**src/rtl/store_op_gather.sv**
```systemverilog
// Gathers one store operand per lane into a full-width beat toward memory, tracking beats
// per instruction and reporting completion with the instruction ID.
module store_op_gather #(
    parameter int unsigned NrLanes   = 4,
    parameter int unsigned DataWidth = 64,
    parameter int unsigned IdWidth   = 3
) (
    input  logic                         clk_i,
    input  logic                         rst_ni,
    input  logic                         req_valid_i,
    output logic                         req_ready_o,
    input  logic [15:0]                  req_beats_i,
    input  logic [IdWidth-1:0]           req_id_i,
    input  logic [NrLanes-1:0]           lane_valid_i,
    output logic [NrLanes-1:0]           lane_ready_o,
    input  logic [NrLanes*DataWidth-1:0] lane_data_i,
    output logic                         mem_valid_o,
    input  logic                         mem_ready_i,
    output logic [NrLanes*DataWidth-1:0] mem_data_o,
    output logic                         mem_last_o,
    output logic                         done_o,
    output logic [IdWidth-1:0]           done_id_o,
    input  logic                         done_gnt_i
);

    typedef enum logic [1:0] {StIdle, StCollect, StDone} state_e;

    state_e                       state_q, state_d;
    logic [15:0]                  beats_q, beats_d;
    logic [15:0]                  pack_cnt_q, pack_cnt_d;
    logic [IdWidth-1:0]           id_q, id_d;
    logic [NrLanes-1:0]           buf_full_q, buf_full_d;
    logic [NrLanes*DataWidth-1:0] buf_data_q, buf_data_d;
    logic                         out_valid_q, out_valid_d;
    logic                         out_last_q, out_last_d;
    logic [NrLanes*DataWidth-1:0] out_data_q, out_data_d;

    logic [NrLanes-1:0]           lane_hs;
    logic [NrLanes-1:0]           eff_full;
    logic [NrLanes*DataWidth-1:0] pack_data;
    logic                         pack;

    assign req_ready_o = (state_q == StIdle);
    assign lane_ready_o = (state_q == StCollect && pack_cnt_q < beats_q) ? ~buf_full_q : '0;
    assign mem_valid_o = out_valid_q;
    assign mem_data_o  = out_data_q;
    assign mem_last_o  = out_last_q;
    assign done_o      = (state_q == StDone);
    assign done_id_o   = id_q;

    always_comb begin
        state_d     = state_q;
        beats_d     = beats_q;
        pack_cnt_d  = pack_cnt_q;
        id_d        = id_q;
        buf_full_d  = buf_full_q;
        buf_data_d  = buf_data_q;
        out_valid_d = out_valid_q;
        out_last_d  = out_last_q;
        out_data_d  = out_data_q;
        pack_data   = '0;

        lane_hs = lane_valid_i & lane_ready_o;
        // A lane handshaking this cycle counts as full so the beat forms without a bubble.
        eff_full = buf_full_q | lane_hs;
        for (int i = 0; i < NrLanes; i++) begin
            pack_data[i*DataWidth +: DataWidth] = buf_full_q[i] ?
                buf_data_q[i*DataWidth +: DataWidth] : lane_data_i[i*DataWidth +: DataWidth];
        end
        pack = (state_q == StCollect) && (&eff_full) && (!out_valid_q || mem_ready_i);

        if (out_valid_q && mem_ready_i) begin
            out_valid_d = 1'b0;
            out_last_d  = 1'b0;
        end

        if (pack) begin
            out_valid_d = 1'b1;
            out_data_d  = pack_data;
            out_last_d  = (pack_cnt_q == beats_q - 16'd1);
            pack_cnt_d  = pack_cnt_q + 16'd1;
            buf_full_d  = '0;
        end else begin
            buf_full_d = buf_full_q | lane_hs;
            for (int i = 0; i < NrLanes; i++) begin
                if (lane_hs[i]) begin
                    buf_data_d[i*DataWidth +: DataWidth] = lane_data_i[i*DataWidth +: DataWidth];
                end
            end
        end

        unique case (state_q)
            StIdle: begin
                if (req_valid_i) begin
                    beats_d    = req_beats_i;
                    id_d       = req_id_i;
                    pack_cnt_d = '0;
                    buf_full_d = '0;
                    state_d    = (req_beats_i == 16'd0) ? StDone : StCollect;
                end
            end
            StCollect: begin
                if (out_valid_q && mem_ready_i && out_last_q) begin
                    state_d = StDone;
                end
            end
            StDone: begin
                if (done_gnt_i) begin
                    state_d = StIdle;
                end
            end
            default: state_d = StIdle;
        endcase
    end

    always_ff @(posedge clk_i or negedge rst_ni) begin
        if (!rst_ni) begin
            state_q     <= StIdle;
            beats_q     <= '0;
            pack_cnt_q  <= '0;
            id_q        <= '0;
            buf_full_q  <= '0;
            buf_data_q  <= '0;
            out_valid_q <= 1'b0;
            out_last_q  <= 1'b0;
            out_data_q  <= '0;
        end else begin
            state_q     <= state_d;
            beats_q     <= beats_d;
            pack_cnt_q  <= pack_cnt_d;
            id_q        <= id_d;
            buf_full_q  <= buf_full_d;
            buf_data_q  <= buf_data_d;
            out_valid_q <= out_valid_d;
            out_last_q  <= out_last_d;
            out_data_q  <= out_data_d;
        end
    end

endmodule

```
**config.mk**
```make
export PLATFORM = sky130hd
export DESIGN_NAME = store_op_gather
export DESIGN_NICKNAME = d
export VERILOG_FILES = /design/src/rtl/store_op_gather.sv
export SDC_FILE = /design/constraint.sdc
export NUM_CORES = 1
export LEC_CHECK = 0
export CORE_AREA = 2 2 215 217
export CTS_CLUSTER_DIAMETER = 150
export DETAILED_ROUTE_END_ITERATION = 8
export DIE_AREA = 0 0 217 219
export DONT_BUFFER_PORTS = 1
export PLACE_DENSITY = 0.71
export SLEW_MARGIN = 40
export SYNTH_ARGS = -nofsm -noshare
export SYNTH_HDL_FRONTEND = slang
export SYNTH_SLANG_ARGS = --single-unit
```
**constraint.sdc**
```tcl
create_clock -name clk_i -period 2.95 [get_ports clk_i]
set_input_delay 0.885 -clock clk_i [delete_from_list [all_inputs] [get_ports clk_i]]
set_output_delay 0.885 -clock clk_i [all_outputs]
set_load 0.005 [all_outputs]
```
==> out/metrics.cfg <==
[placed_design]
place_ws_ns=-0.130
globalplace.congestion=0.855
dpl.hpwl_um=40800
portBuffers=0

[critical_path]
r2r_start=pack_cnt_q[1]
critPathLaunch=pack_cnt_q[1]
crit_type=flop to flop
crit_chain=ha_4, nor2b_4, o211ai_1, a2111o_1, buf_4, buf_6, a41oi_2, nor3b_2, and3_4, buf_4, nor4_4, buf_12, buf_8, bufbuf_16, mux2_2
cp.buffers_inverters=6
slowest_stage=a2111o_1
rr_worst_depth=15
path_max_fanout=5
worstReg2RegEnd=buf_data_q[230]
slowest_delay_ns=0.45
crit_family=buffers and inverters
arrival_ns=3.92
cp-start-kind=flop
crit_path_frequent_cell=buf_4
required_ns=3.44
rrSetupSlack_ns=-0.48
end_kind=flop

[logic_synthesis]
ys_ff_latch=555
synth_edf_count=0
postSynthCellCount=1999
synthArstFlopShare_pct=100
syn-cell-area_um2=24000
synth_area_per_cell_um2=12.0
synth.distinct_cells=46
ys_seq_area_share_pct=57.8
yosysWarnings=0
synth_flop_cell=dfrtp_1
syn_nets=2301

[power_and_ir_drop]
p_per_area_nw_per_um2=1260
ir_worst_vdd_uv=820
leakage_uw=0.0145

[clock_tree]
cts_root_buf=clkbuf_16
cts_buffer_depth=3
clock_latency_ns=0.61
cts_buffers=58
cts_tree=yes
h-tree-depth=2
clk_pin_slew_ns=0.07
clock-sinks=555

[finish]
drive_gt1_share_pct=29.6
nNetsFinal=2503
seq_area_um2=13900
multi_input_area_um2=10000
final_common_cell=dfrtp_1
syn_to_final_growth_pct=29.4
fillers=3040
layout_common_cells=dfrtp_1, nand2_1, mux2i_1, o21ai_0, mux2_2

[floorplanning]
ioPinCount=551
die_x_um=217
die_y_um=219
design.core.area_um2=45100
rows=78
dieArea_um2=47500
initial_core_util_pct=53.3

[sta]
timing.hold.ws_ns=-0.0214
max_slew.worst_pin.slew_ns=1.01
finalHoldViolations=3
setup_tns_ns=-107.31
fin_crit_ns=3.43
worst_slack_ns=-0.481
setup_viol=505
skew_ns=0.0138
timing.max_slew.rel_slack_pct=32.5
rsz0062_at_grt=true
max_freq_mhz=291
slew_violations=0
fin_crit_sh_pct=116

[min_path]
hold_class=input pin to async pin

[detailed_routing]
vias=16959
via_per_inst=5.94
ant_nets=0
wl_um=72000
route.detailed.drc=0
wl_per_cell_um=25.2
drt_iter0_drc=1320
first_pass_iters=5

[global_routing]
antenna_found_initial=3
grt_pass1_wl_um=101000
grt_usage_pct=27.6
first_global_vias=17208
grt_max_degree=556
grt.overflow.total=0

[run_status]
violations=hold timing, setup timing
outcome=finished, violations left

[run]
drv_cap=0

==> final cells by class <==
type                    count  area share, %
flip-flops and latches    555           44.7
multi-input cells        1292           32.2
repair buffers            269           13.9
clock buffers              85           5.46
well taps                 600           2.41
clock inverters            24          0.941
inverters                  25          0.302
diodes                      3         0.0241
==> power by group <==
group | internal [uW] | switching, uW
clock network | 4520 | 3110
logic | 9770 | 7320
registers | 11400 | 2990
total | 25700 | 13400
==> per-stage QoR <==
stage	power, uW	area (um^2)	util [%]	instances
after floorplan	21500	24100	-	1999
after global placement	24600	25400	56.4	2580
after detailed placement	25300	25400	56.4	2580
after CTS	36500	29800	66.1	2792
after global routing	41100	31100	69.0	2853
final	39100	31100	69.0	2853
==> kinds of logic after synthesis <==
kind of cell | share of synthesized area (%)
buffers and inverters | 3.03
AND/OR/NAND/NOR | 7.40
XOR/XNOR | 0.765
AO/OA/AOI/OAI | 7.32
adder cells (fa/ha/maj) | 0.937
flip-flops | 57.8
multiplexers | 22.8
==> cells in the mapped netlist, types with 9 or more instances <==
master,number,area (um^2)
a21oi_1,21,105
buf_6,19,214
clkbuf_1,94,353
dfrtp_1,555,13900
ha_1,18,225
inv_1,25,93.8
mux2_1,78,878
mux2_2,179,2020
mux2i_1,257,2570
nand2_1,305,1140
nand3_1,13,65.1
nand4_1,11,68.8
nor2_1,18,67.6
nor3_1,12,60.1
o21ai_0,285,1430
or3_1,9,56.3
xnor2_1,13,114
==> how the worst max path moves through the flow <==
stage / depth (start not counted) / end / slack [ns]
floorplan: 11 / buf_data_q[0] / -0.14
global placement: 13 / pack_cnt_q[3] / -0.01
detailed placement: 13 / buf_data_q[29] / -0.13
CTS: 9 / lane_ready_o[2] / -0.38
finish: 15 / buf_data_q[230] / -0.48
global route: 15 / buf_data_q[230] / -0.60
==> state kept, by name, indices dropped and copies added, names as in the netlist <==
name         count
buf_data_q     256
buf_full_q       4
mem_data_o     256
state_q          2
pack_cnt_q      16
mem_last_o       1
mem_valid_o      1
done_id_o        3
beats_q         16
==> repair_timing <==
| item | 4_1_cts | 5_1_grt |
|---|---|---|
| setup endpoints to repair | 391 | 531 |
| endpoints found under the hold margin | 489 | 150 |
| buffers inserted | 68 | 22 |
| pin swaps | 18 | 9 |
| gates cloned | 38 | 43 |
| gates resized for setup | 219 | 133 |
==> layer usage <==
metal,track usage [%],part of all wire (%),up-vias
met4,11.0,4.4,0
met1,32.3,37,8594
li1,-,-,7448
met2,45.9,48,722
met3,10.7,9.9,195
met5,0,0,-
Note: power is estimated with default switching activity, not from simulation.
